File: src/rtl/sprite_blitter.sv
`default_nettype none
// ============================================================================
// Module  : sprite_blitter
// Brief   : Scans a sprite or full-screen background out of a synchronous ROM
//           and emits one qualified pixel per cycle to the frame-buffer writer.
// Rev     : 1.0
// ============================================================================
module sprite_blitter #(
   parameter int                 SPR_W     = 16,
   parameter int                 SPR_H     = 16,
   parameter int                 NUM_SPR   = 4,
   parameter int                 SCR_W     = 320,
   parameter int                 SCR_H     = 240,
   parameter int                 COLOR_W   = 12,
   parameter logic [COLOR_W-1:0] KEY_COLOR = 12'h000,
   parameter int                 XW        = 9,
   parameter int                 YW        = 8,
   parameter int                 AW        = 17,
   localparam int                SEL_W     = (NUM_SPR > 1) ? $clog2(NUM_SPR) : 1
) (
   input  logic               clk,
   input  logic               resetn,
   input  logic               start,
   input  logic               mode,
   input  logic [SEL_W-1:0]   spr_sel,
   input  logic [XW-1:0]      x_init,
   input  logic [YW-1:0]      y_init,
   input  logic               transp_en,
   output logic [AW-1:0]      rom_addr,
   output logic               rom_bg,
   input  logic [COLOR_W-1:0] rom_q,
   output logic [XW-1:0]      X_out,
   output logic [YW-1:0]      Y_out,
   output logic [COLOR_W-1:0] color_out,
   output logic               plot,
   output logic               busy,
   output logic               done
);

   typedef enum logic [1:0] {
      ST_IDLE  = 2'd0,
      ST_RUN   = 2'd1,
      ST_DRAIN = 2'd2,
      ST_DONE  = 2'd3
   } state_t;

   localparam int             SPR_SIZE     = SPR_W * SPR_H;
   localparam logic [XW-1:0]  SPR_LAST_COL = XW'(SPR_W - 1);
   localparam logic [XW-1:0]  BG_LAST_COL  = XW'(SCR_W - 1);
   localparam logic [YW-1:0]  SPR_LAST_ROW = YW'(SPR_H - 1);
   localparam logic [YW-1:0]  BG_LAST_ROW  = YW'(SCR_H - 1);
   localparam logic [AW-1:0]  SPR_STRIDE   = AW'(SPR_W);
   localparam logic [AW-1:0]  BG_STRIDE    = AW'(SCR_W);
   localparam logic [XW:0]    X_LIMIT      = (XW+1)'(SCR_W);
   localparam logic [YW:0]    Y_LIMIT      = (YW+1)'(SCR_H);

   state_t               state_q, state_d;
   logic                 mode_q, mode_d;
   logic [XW-1:0]        x_init_q, x_init_d;
   logic [YW-1:0]        y_init_q, y_init_d;
   logic                 transp_en_q, transp_en_d;
   logic [XW-1:0]        col_q, col_d;
   logic [YW-1:0]        row_q, row_d;
   logic [AW-1:0]        row_base_q, row_base_d;
   logic [AW-1:0]        rom_addr_q, rom_addr_d;
   logic                 rom_bg_q, rom_bg_d;
   logic                 drain_cnt_q, drain_cnt_d;
   logic                 p1_valid_q, p1_valid_d;
   logic [XW:0]          p1_x_q, p1_x_d;
   logic [YW:0]          p1_y_q, p1_y_d;
   logic [XW-1:0]        x_out_q, x_out_d;
   logic [YW-1:0]        y_out_q, y_out_d;
   logic [COLOR_W-1:0]   color_out_q, color_out_d;
   logic                 plot_q, plot_d;

   logic [XW-1:0]        last_col;
   logic [YW-1:0]        last_row;
   logic [AW-1:0]        stride;
   logic [AW-1:0]        start_base;
   logic                 clipped;
   logic                 keyed;

   always_ff @(posedge clk) begin
      if (!resetn) begin
         state_q     <= ST_IDLE;
         mode_q      <= 1'b0;
         x_init_q    <= '0;
         y_init_q    <= '0;
         transp_en_q <= 1'b0;
         col_q       <= '0;
         row_q       <= '0;
         row_base_q  <= '0;
         rom_addr_q  <= '0;
         rom_bg_q    <= 1'b0;
         drain_cnt_q <= 1'b0;
         p1_valid_q  <= 1'b0;
         p1_x_q      <= '0;
         p1_y_q      <= '0;
         x_out_q     <= '0;
         y_out_q     <= '0;
         color_out_q <= '0;
         plot_q      <= 1'b0;
      end else begin
         state_q     <= state_d;
         mode_q      <= mode_d;
         x_init_q    <= x_init_d;
         y_init_q    <= y_init_d;
         transp_en_q <= transp_en_d;
         col_q       <= col_d;
         row_q       <= row_d;
         row_base_q  <= row_base_d;
         rom_addr_q  <= rom_addr_d;
         rom_bg_q    <= rom_bg_d;
         drain_cnt_q <= drain_cnt_d;
         p1_valid_q  <= p1_valid_d;
         p1_x_q      <= p1_x_d;
         p1_y_q      <= p1_y_d;
         x_out_q     <= x_out_d;
         y_out_q     <= y_out_d;
         color_out_q <= color_out_d;
         plot_q      <= plot_d;
      end
   end

   // Scan control: raster counters plus a row-base accumulator that avoids a row*W multiply.
   always_comb begin
      state_d     = state_q;
      mode_d      = mode_q;
      x_init_d    = x_init_q;
      y_init_d    = y_init_q;
      transp_en_d = transp_en_q;
      col_d       = col_q;
      row_d       = row_q;
      row_base_d  = row_base_q;
      rom_addr_d  = rom_addr_q;
      rom_bg_d    = rom_bg_q;
      drain_cnt_d = drain_cnt_q;

      last_col   = mode_q ? BG_LAST_COL : SPR_LAST_COL;
      last_row   = mode_q ? BG_LAST_ROW : SPR_LAST_ROW;
      stride     = mode_q ? BG_STRIDE   : SPR_STRIDE;
      start_base = mode ? '0 : AW'(spr_sel) * AW'(SPR_SIZE);

      case (state_q)
         ST_IDLE: begin
            if (start) begin
               state_d     = ST_RUN;
               mode_d      = mode;
               x_init_d    = x_init;
               y_init_d    = y_init;
               transp_en_d = transp_en;
               col_d       = '0;
               row_d       = '0;
               row_base_d  = start_base;
               rom_addr_d  = start_base;
               rom_bg_d    = mode;
            end
         end
         ST_RUN: begin
            if (col_q == last_col && row_q == last_row) begin
               state_d     = ST_DRAIN;
               drain_cnt_d = 1'b0;
            end else begin
               if (col_q == last_col) begin
                  col_d      = '0;
                  row_d      = row_q + YW'(1);
                  row_base_d = row_base_q + stride;
               end else begin
                  col_d = col_q + XW'(1);
               end
               rom_addr_d = row_base_d + AW'(col_d);
            end
         end
         ST_DRAIN: begin
            drain_cnt_d = 1'b1;
            if (drain_cnt_q) begin
               state_d = ST_DONE;
            end
         end
         ST_DONE: begin
            state_d = ST_IDLE;
         end
         default: begin
            state_d = ST_IDLE;
         end
      endcase
   end

   // Stage 1 carries coordinates alongside the ROM read; stage 2 meets rom_q and qualifies.
   always_comb begin
      p1_valid_d = (state_q == ST_RUN);
      p1_x_d     = mode_q ? {1'b0, col_q} : ({1'b0, x_init_q} + {1'b0, col_q});
      p1_y_d     = mode_q ? {1'b0, row_q} : ({1'b0, y_init_q} + {1'b0, row_q});

      clipped = !mode_q && ((p1_x_q >= X_LIMIT) || (p1_y_q >= Y_LIMIT));
      keyed   = !mode_q && transp_en_q && (rom_q == KEY_COLOR);

      plot_d      = p1_valid_q && !clipped && !keyed;
      x_out_d     = p1_valid_q ? p1_x_q[XW-1:0] : x_out_q;
      y_out_d     = p1_valid_q ? p1_y_q[YW-1:0] : y_out_q;
      color_out_d = p1_valid_q ? rom_q          : color_out_q;
   end

   assign rom_addr  = rom_addr_q;
   assign rom_bg    = rom_bg_q;
   assign X_out     = x_out_q;
   assign Y_out     = y_out_q;
   assign color_out = color_out_q;
   assign plot      = plot_q;
   assign busy      = (state_q == ST_RUN) || (state_q == ST_DRAIN);
   assign done      = (state_q == ST_DONE);

endmodule
`default_nettype wire

File: config.mk
export PLATFORM = sky130hd
export DESIGN_NAME = sprite_blitter
export DESIGN_NICKNAME = d
export VERILOG_FILES = /design/src/rtl/sprite_blitter.sv
export SDC_FILE = /design/constraint.sdc
export NUM_CORES = 1
export LEC_CHECK = 0
export CAP_MARGIN = 40
export CORE_ASPECT_RATIO = 0.6
export CORE_MARGIN = 2
export CORE_UTILIZATION = 25
export CTS_CLUSTER_SIZE = 8
export DETAILED_ROUTE_END_ITERATION = 10
export GPL_TIMING_DRIVEN = 0
export PLACE_DENSITY_LB_ADDON = 0.08
export SLEW_MARGIN = 20
export SYNTH_ARGS = -nofsm -noshare
export SYNTH_HDL_FRONTEND = slang
export SYNTH_SLANG_ARGS = --single-unit
export TNS_END_PERCENT = 1
File: constraint.sdc
create_clock -name clk -period 8.1 [get_ports clk]
set_clock_uncertainty 0.05 [all_clocks]
set_input_delay 2.43 -clock clk [delete_from_list [all_inputs] [get_ports clk]]
set_output_delay 2.43 -clock clk [all_outputs]
set_load 0.02 [all_outputs]
# Word level (Yosys, flattened, before mapping)
# Cells that the tools add are included.
[totals] mem_bits_ro=0 wordCells=89 latchBits=0 reg_bits=123 out_inout_bits=50 inputBits=36 mem_bits_rw=0 n_memories=0
[op_classes] add_sub_neg=6 muxes=30 div_mod_pow=0 bitwise_logic=1 n_lt_le_gt_ge=2 eq_ne=10 mul=0 shift=0 reduce_logical=21
[ops] op="two-way mux 17 bit" count=6
[ops] op="two-way mux 9 bit" count=8
[ops] op="case mux 17 bit (2 select lines)" count=2
[ops] op="two-way mux 8 bit" count=5
[ops] op="adder 17 x 9 -> 17 bit" count=2
[ops] op="case mux 9 bit (2 select lines)" count=1
[ops] op="case mux 8 bit (2 select lines)" count=1
[ops] op="logical NOT 12 bit" count=1
[ops] op="adder 9 x 9 -> 10 bit" count=1
[ops] op="greater-or-equal comparator 10 x 9 -> 1 bit, second input constant" count=1
[ops] op="two-way mux 10 bit" count=1
[ops] op="adder 8 x 8 -> 9 bit" count=1
[ops] op="adder 9 x 1 -> 9 bit, second input constant" count=1
[ops] op="equality test 9 bit" count=1
[ops] op="greater-or-equal comparator 9 x 8 -> 1 bit, second input constant" count=1
[ops] op="adder 8 x 1 -> 8 bit, second input constant" count=1
[ops] op="equality test 8 bit" count=1
[ops] op="case mux 2 bit (4 select lines)" count=1
[ops] op="logical AND 1 bit" count=6
[ops] op="two-way mux 2 bit" count=3
[ops] op="inequality test 2 bit, second input constant" count=3
[ops] op="AND reduction 3 bit" count=2
[ops] op="equality test 2 bit, second input constant" count=2
[ops] op="inequality test 2 x 1 -> 1 bit, second input constant" count=2
[ops] op="11 further kinds" count=16

# Logic depth before layout (Yosys ltp)
# Gate-level depths: netlist of run 1.
[depth] word_depth=8 mapped_depth=16 ltp_nobuf=15

# Worst setup path after synthesis of run 1
# Ideal clock, no wire load.
[synth_timing] path_kind="input to register" startpoint="input start" endpoint="register row_base_q[10]" n_path_buf=1 arrival_ns=3.519 setup_ns=0.058 t_required_ns=7.992 cell_stages=7 slack_ns=4.473 cell_sequence="nand2b_1 nand2_1 a21oi_1 clkbuf_1 nand2_1 a21boi_0 o21a_1"
[synth_between] elab_chain_cells=2
[synth_lines] element="start: declaration" line="23" text="input logic start,"
[synth_lines] element="inequality test 2 bit (no line)"
[synth_lines] element="AND reduction 3 bit (no line)"
[synth_lines] element="end signal: assignment" line="111" text="row_base_q <= row_base_d;"
[synth_lines] element="end: declaration" line="64" text="logic [AW-1:0] row_base_q, row_base_d;"
# Every way passes these cells.
# A chain may end at the register's enable or synchronous reset.

# Worst setup path in the final report of run 1
# Same ends and word-level chain as after synthesis.

==> results of run 1 <==
final timing paths:
| path | from | endpoint | slack [ns] | cells after the start |
|---|---|---|---|---|
| hold / removal | rom_addr[14]$_SDFFE_PN0P_ | rom_addr[14]$_SDFFE_PN0P_ | 0.40 | 2 |
| hold reg to reg | rom_addr[14]$_SDFFE_PN0P_ | rom_addr[14]$_SDFFE_PN0P_ | 0.40 | 2 |
| setup / recovery | start | row_base_q[10]$_SDFFE_PN0P_ | 3.60 | 8 |
| setup reg to reg | rom_bg$_SDFFE_PN0P_ | rom_addr[11]$_SDFFE_PN0P_ | 3.83 | 14 |
flip-flops by register name, indices dropped and copies added (netlist names):
name	count
color_out	12
plot	1
p1_y_q	9
drain_cnt_q	1
state_q	2
col_q	9
X_out	9
transp_en_q	1
rom_addr	16
rom_bg	1
row_q	8
row_base_q	13
x_init_q	9
y_init_q	8
p1_valid_q	1
Y_out	8
p1_x_q	10
power by group through the flow:
stage	Combinational [mW]	Clock [mW]	Sequential (mW)
CTS	0.529	0.817	0.676
global route	0.580	0.844	0.682
global placement	0.519	0	0.687
finish	0.529	0.790	0.676
floorplan	0.297	0	0.691
detailed placement	0.527	0	0.689
synthesized netlist by cell type (all sizes together), types with 16 or more instances:
cell and count:
a21oi 29, and2 22, nand2 109, xor2 22, dfxtp 118, inv 19
nor2 28, mux2i 33, a21boi 29, nor2b 48, ha 33, xnor2 16
o21ai 47, clkbuf 29, nand3 22
metal layers:
layer / track usage [%] / part of all wire, % / vias to the layer above
met5: 0 / 0 / -
met4: 3.55 / 0.73 / 0
met3: 4.21 / 5.2 / 11
met2: 20.0 / 35 / 141
met1: 26.2 / 59 / 2570
li1: - / - / 2741
cells by family (layout without fill, tap and decap cells):
logic type / after synthesis / count (layout) / synth area share, %
and+or+nand+nor: 280 / 280 / 22.5
adders and majority gates: 35 / 35 / 7.25
AOI/OAI and AO/OA: 162 / 162 / 17.7
buffers and inverters: 61 / 178 / 4.14
muxes: 33 / 33 / 5.29
DFF: 118 / 118 / 37.8
xor gates and xnor gates: 38 / 38 / 5.33
other: 1 / 1 / 0.0600
worst max-delay path, stage by stage:
cell             delay [ns]
clkdlybuf4s50_1        0.52
nand2b_1               0.17
nand2_1                0.10
a21oi_1                0.59
clkbuf_1               0.59
nand2_1                0.09
a21boi_0               0.19
o21a_1                 0.14
area by class of cell:
type	count	area (sq um)
Fill cell	2548	16300
Sequential cell	118	2360
Multi-Input combinational cell	549	3630
Tap cell	322	403
Clock inverter	11	148
Clock buffer	21	470
Inverter	19	71.3
Timing Repair Buffer	85	851
Buffer	42	188
through the flow:
step	utilization [%]	cells
2_1_floorplan	-	728
3_3_place_gp	30.8	1135
3_5_place_dp	30.8	1135
4_1_cts	33.3	1167
5_1_grt	33.3	1167
6_report	33.3	1167
==> metrics.txt, run 1 <==
Gate power share 26.5%; IR drop worst, VDD 0.132 mV; Switching Share 33.4%; Hold Vio Cnt, Final 0; Initial Util 25.6%; clock power share 39.6%; I/O pins 86; I/O Buffers 85; TNS Setup 0 ns; Main synth FF type dfxtp_1; Routed WL 20.3 mm; syn_nets 799; worst path required time 8.42 ns; final setup violating endpoints 0; top post-synthesis cells by area dfxtp_1 (38%), ha_1 (6.6%), nand2_1 (6.5%); Syn. warnings 0; initial antenna violation count 1; fin crit share 55.6%; fin. max-slew vios 0; FP Rows 44; Nets 903; worst setup margin 3.60 ns; hpwl dp 16.0 mm; Design Power 2.00 mW; drt initial violations 379; most frequent cells in the layout dfxtp_1 (118), nand2_1 (108), clkdlybuf4s50_1 (85); placer congestion estimate 0.849; worst min-delay path class register to register; Post-DRT Antenna Nets 0; Mapped Area 6250 sq um; Setup Fix Bufs, Post-CTS 0; first-pass GRT wire length 31.9 mm; ant diodes 0; sequential share of power 33.9%; die extent in y 126 um; PwrDens 246 nW/um^2; clock insertion delay at the later pin of the skew report 0.42 ns; cell taking the most area after synthesis dfxtp_1; DRC 0; Longest Clk Path Bufs 2; Total Routing Usage GR 16.1%; vias in the first global route 5240; Yosys top cell area share 37.8%; die area 26300 sq um; H-tree levels 4; cell area after layout 8120 sq um; clock-pin slew on the worst setup and hold paths 0.06 ns; critical path capture point type register; CP Launch Type input pin; CTS Sinks 118; P_sw 667 uW; RSZ-0062 raised after global routing false; total gr overflow 0; CP Class input pin to register; Lkg Pwr 2.94 nW; most common cell after layout, fill and taps aside dfxtp_1; routed vias/inst 4.68; min cycle time layout 4.50 ns; WL per Instance 17.4 um; EDFF count, synth 0; Area growth, synth to finish 30.0%; Seq/Total Area, Yosys 37.8%; DP Area 7500 sq um; via count 5463; CTS buffer count 17; fraction of registers with async set/reset 0%; CP max FO 10; synth unique cells 57; Slew HR 43.9%; Yosys reg bits 118; Post-CTS Resized 0; worst-margin pin slew 0.837 ns; layout cells sized above 1 5.56%; Setup WS pre-CTS 3.19 ns; Die Width 208 um; root buffer cell clkbuf_16; WP data arrival 4.83 ns; internal cell power 1.33 mW; hold_ws 0.400 ns; DRT Pass-1 Iters 5; core area 24400 sq um; pin count of the biggest net entering global routing 17; CTS Hold Buffers Added 0; Max Fclk 0.222 GHz; mean post-synth cell area 8.58 sq um; Post-Syn Instances 728; status completed; Max Cap Viol 0; CTS tree done
Note: power is estimated with default switching activity, not from simulation.
==> run 2: changes to the inputs <==
==> constraint.sdc (replaced) <==
create_clock -name clk -period 3.7 [get_ports clk]
set_clock_uncertainty 0.05 [all_clocks]
set_input_delay 1.11 -clock clk [delete_from_list [all_inputs] [get_ports clk]]
set_output_delay 1.11 -clock clk [all_outputs]
set_load 0.02 [all_outputs]
==> metrics.txt, run 2 (synthesized netlist as in run 1, its figures left out) <==
status completed; Switching Share 33.5%; fin. max-slew vios 0; register area 2360 sq um; core area 24400 sq um; Slew HR 47.3%; Initial Util 25.6%; Longest Clk Path Bufs 2; most frequent cells in the layout dfxtp_1 (118), nand2_1 (108), clkdlybuf4s50_1 (85); Hold Vio Cnt, Final 0; routed vias/inst 4.66; CP Class register to register; RSZ-0062 raised after global routing true; root buffer cell clkbuf_16; CTS tree done; Die Width 208 um; I/O pins 86; Gate power share 26.5%; fin crit share 95.7%; max reg flops 16; critical path capture point type register; most common cell after layout, fill and taps aside dfxtp_1; DRT Pass-1 Iters 5; DRC 0; worst-margin pin slew 0.785 ns; WL per Instance 17.4 um; CP max FO 10; Layout fillers 2549; hold_ws 0.400 ns; drt initial violations 359; Max Cap Viol 0; internal cell power 2.91 mW; P_sw 1.47 mW; die area 26300 sq um; cell area after layout 8210 sq um; clock power share 39.6%; worst min-delay path class register to register; clock-pin slew on the worst setup and hold paths 0.06 ns; final setup violating endpoints 0; I/O Buffers 85; hpwl dp 16.0 mm; layout cells sized above 1 6.71%; Lkg Pwr 2.97 nW; Nets 907; CTS buffer count 17; PwrDens 533 nW/um^2; multi-input logic area 3680 sq um; H-tree levels 4; CTS Hold Buffers Added 0; clock insertion delay at the later pin of the skew report 0.42 ns; DP Area 7500 sq um; initial antenna violation count 1; WP data arrival 3.81 ns; sequential share of power 33.8%; vias in the first global route 5260; Design Power 4.38 mW; min cycle time layout 3.54 ns; CTS Sinks 118; die extent in y 126 um; Max Fclk 0.282 GHz; Area growth, synth to finish 31.4%; FP Rows 44; worst path required time 3.97 ns; IR drop worst, VDD 0.289 mV; Total Routing Usage GR 16.1%; Post-DRT Antenna Nets 0; placer congestion estimate 0.849; pin count of the biggest net entering global routing 17; Routed WL 20.4 mm; total gr overflow 0; CP Launch Type register; via count 5466; first-pass GRT wire length 32.0 mm
run 2: path summary, 6_finish.rpt:
kind,end,cells after the start,startpoint,slack [ns]
max,rom_addr[11]$_SDFFE_PN0P_,13,rom_bg$_SDFFE_PN0P_,0.16
min,rom_addr[14]$_SDFFE_PN0P_,2,rom_addr[14]$_SDFFE_PN0P_,0.40
max reg2reg,rom_addr[11]$_SDFFE_PN0P_,13,rom_bg$_SDFFE_PN0P_,0.16
min reg2reg,rom_addr[14]$_SDFFE_PN0P_,2,rom_addr[14]$_SDFFE_PN0P_,0.40
run 2: stage by stage:
step                cells  setup TNS [ns]  utilization, %  setup WS (ns)
floorplan             728               0               -          0.220
global placement     1135           -2.82            30.8         -0.550
detailed placement   1135           -2.90            30.8         -0.551
CTS                  1170               0            33.5         0.0507
global route         1171         -0.0122            33.7        -0.0122
finish               1172               0            33.7          0.158
run 2: worst max-delay path, cell delays in order (launching register included):
cell,delay [ns]
dfxtp_1,0.36
buf_4,0.20
or4_4,0.54
a2111o_1,0.46
buf_4,0.18
a21oi_1,0.15
xor2_1,0.30
ha_1,0.25
nand2_1,0.11
o21ai_4,0.25
nand3_1,0.13
a21boi_2,0.19
mux2i_1,0.22
nand2_1,0.06
run 2: power groups by stage:
stage	sequential (mW)	combinational (mW)	clock, mW
2_1_floorplan	1.51	0.650	0
3_3_place_gp	1.50	1.14	0
3_5_place_dp	1.51	1.15	0
4_1_cts	1.48	1.16	1.79
5_1_grt	1.49	1.27	1.85
6_report	1.48	1.16	1.74
run 2: area by class of cell:
class | count | area share, %
Clock buffer | 21 | 5.73
Sequential cell | 118 | 28.8
Clock inverter | 11 | 1.80
Inverter | 19 | 0.868
Tap cell | 322 | 4.91
Multi-Input combinational cell | 549 | 44.8
Timing Repair Buffer | 89 | 10.7
Buffer | 42 | 2.36
Antenna cell | 1 | 0.0305
run 2: timing repair:
action / in CTS / in global routing
hold endpoints to repair: 0 / 0
setup endpoints to repair: 9 / 7
gates resized for setup: 8 / 7
buffers inserted: 3 / 1
pin swaps: 3 / 2
run 2: metal layers:
layer	up-vias	GRT usage (%)	routed length (um)
li1	2749	-	-
met1	2568	26.3	12200
met2	136	20.0	7140
met3	13	4.21	985
met4	0	3.55	167
met5	-	0	0
==> run 3: changes to the inputs <==
--- a/config.mk
+++ b/config.mk
@@ -5,15 +5,15 @@
 export SDC_FILE = /design/constraint.sdc
 export NUM_CORES = 1
 export LEC_CHECK = 0
+export ABC_AREA = 1
 export CAP_MARGIN = 40
 export CORE_ASPECT_RATIO = 0.6
 export CORE_MARGIN = 2
 export CORE_UTILIZATION = 25
-export CTS_CLUSTER_SIZE = 8
 export DETAILED_ROUTE_END_ITERATION = 10
 export GPL_TIMING_DRIVEN = 0
 export PLACE_DENSITY_LB_ADDON = 0.08
-export SLEW_MARGIN = 20
+export SLEW_MARGIN = 40
 export SYNTH_ARGS = -nofsm -noshare
 export SYNTH_HDL_FRONTEND = slang
 export SYNTH_SLANG_ARGS = --single-unit
==> metrics.txt, run 3 <==
status completed; cell taking the most area after synthesis dfxtp_1; synth unique cells 46; final setup violating endpoints 0; drt initial violations 507; internal cell power 3.00 mW; sequential share of power 34.3%; worst setup margin 0.349 ns; syn_nets 964; Gate power share 32.5%; EDFF count, synth 0; Max Cap Viol 0; Max Fclk 0.298 GHz; Post-Syn Instances 893; final core occ 32.5%; Setup Fix Bufs, Post-CTS 0; WP data arrival 3.65 ns; die area 26800 sq um; top post-synthesis cells by area dfxtp_1 (37%), nand2_1 (9.9%), nor2_1 (7.1%); CTS Hold Buffers Added 0; Switching Share 37.0%; multi-input logic area 3430 sq um; root buffer cell clkbuf_16; cell area after layout 8190 sq um; layout cells sized above 1 7.83%; clock power share 33.3%; Mapped Area 6360 sq um; DRC 0; PwrDens 582 nW/um^2; core area 25200 sq um; hold path start p1_x_q[1]$_SDFF_PN0_; Syn. warnings 0; fraction of registers with async set/reset 0%; CTS buffer count 17; TNS Setup 0 ns; pin count of the biggest net entering global routing 19; Seq/Total Area, Yosys 37.1%; CP Launch Type register; vias in the first global route 5778; WL per Instance 17.2 um; P_sw 1.76 mW; CTS tree done; Initial Util 25.3%; Yosys reg bits 118; critical path capture point type register; clock insertion delay at the later pin of the skew report 0.42 ns; die extent in y 128 um; Synth top cells by count nand2_1 (168), nor2_1 (121), dfxtp_1 (118); Nets 1067; IR drop worst, VDD 0.305 mV; worst path required time 4.00 ns; Lkg Pwr 3.44 nW; Layout fillers 2692; slowest library cell on the worst path dfxtp_1; Setup WS pre-CTS -0.343 ns; initial antenna violation count 0; mean post-synth cell area 7.13 sq um; Yosys top cell area share 37.1%; most frequent cells in the layout nand2_1 (168), nor2_1 (121), dfxtp_1 (116); most frequent cell after synthesis nand2_1; most common cell after layout, fill and taps aside nand2_1; worst-margin pin slew 0.877 ns; CTS Sinks 118; via count 6170; clock-pin slew on the worst setup and hold paths 0.06 ns; Hold Vio Cnt, Final 0; FP Rows 45; DP Area 7630 sq um; Main synth FF type dfxtp_1; Slew HR 41.5%; routed vias/inst 4.61; max reg flops 16; hpwl dp 18.0 mm; CP max FO 6; Longest Clk Path Bufs 2; placer congestion estimate 0.841; total gr overflow 0; first-pass GRT wire length 35.3 mm; I/O Buffers 85; fin crit share 90.6%; ant diodes 0; Post-DRT Antenna Nets 0; CP Class register to register; I/O pins 86; Area growth, synth to finish 28.6%; CP Cell Sequence ha_1 -> nand3_2 -> nor2_1 -> nand2_1 -> nor2_1 -> nand2_1 -> nand2_1 -> nand2_1 -> a31oi_1 -> ha_1 -> nand4_1 -> o221ai_1 -> nand2_1 -> nor2_4 -> nand3_1 -> nand2_1 -> nand2_1 -> a21oi_2; Die Width 210 um; min cycle time layout 3.35 ns; most used cell, CP nand2_1; RSZ-0062 raised after global routing false; worst min-delay path class register to register; register area 2370 sq um; H-tree levels 4; worst r2r src col_q[1]$_SDFFE_PN0P_; CP peak stage delay 0.43 ns; Routed WL 23.0 mm; fin. max-slew vios 0; DRT Pass-1 Iters 5; Total Routing Usage GR 17.8%; Post-CTS Resized 1; Worst Setup SP col_q[1]$_SDFFE_PN0P_
[run 3: changes by cell type after synthesis, moves of 22 or more]
cell      change
nand2_1      +60
a21oi_1      +52
and2_1       -22
a21boi_0     -27
inv_1        +74
nor2b_1      -48
nor2_1       +93
mux2i_1      -33
o21ai_0      +42
[run 3: metal layers]
layer / vias to the layer above / share of wire, % / global-route usage (%)
met2: 130 / 36 / 22.8
met3: 17 / 3.8 / 3.24
met1: 2877 / 59 / 29.1
met5: - / 0 / 0
met4: 0 / 0.89 / 4.34
li1: 3146 / - / -
[run 3: worst paths after layout]
path,cells past startpoint,to,slack [ns]
setup reg to reg,18,rom_addr[15]$_SDFFE_PN0P_,0.35
setup / recovery,18,rom_addr[15]$_SDFFE_PN0P_,0.35
hold reg to reg,2,X_out[1]$_SDFFE_PN0P_,0.41
hold / removal,2,X_out[1]$_SDFFE_PN0P_,0.41
[run 3: layout make-up]
type / count / area share, %
Buffer: 33 / 1.97
Clock buffer: 24 / 5.88
Clock inverter: 8 / 0.902
Inverter: 107 / 4.95
Multi-Input combinational cell: 634 / 42.0
Sequential cell: 118 / 28.9
Tap cell: 329 / 5.03
Timing Repair Buffer: 85 / 10.4
[run 3: stage by stage]
step,std cells,power [mW],hold WS (ns)
global placement,1307,3.21,0.396
floorplan,893,2.55,0.381
global route,1338,5.06,0.433
finish,1338,4.76,0.410
detailed placement,1307,3.20,0.398
CTS,1338,4.81,0.412
[run 3: worst max-delay path, delay by kind of cell (launching register included)]
family                   cells  cell delay (ns)
flip-flops                   1             0.43
adder cells (fa/ha/maj)      2             0.52
AND/OR/NAND/NOR             13             1.54
AO/OA/AOI/OAI                3             0.74
[run 3: power groups by stage]
stage               logic [mW]  clock network, mW  registers [mW]
floorplan                0.837                  0            1.71
global placement          1.56                  0            1.66
detailed placement        1.55                  0            1.65
CTS                       1.55               1.63            1.63
global route              1.71               1.69            1.66
finish                    1.55               1.59            1.63
[run 3: cells by family after synthesis]
logic type | Yosys count | synth area share (%)
AO/OA/AOI/OAI | 195 | 16.8
flip-flops | 118 | 37.1
adder cells (fa/ha/maj) | 35 | 7.12
other | 1 | 0.0589
XOR/XNOR | 19 | 2.61
buffers and inverters | 141 | 8.92
AND/OR/NAND/NOR | 384 | 27.4
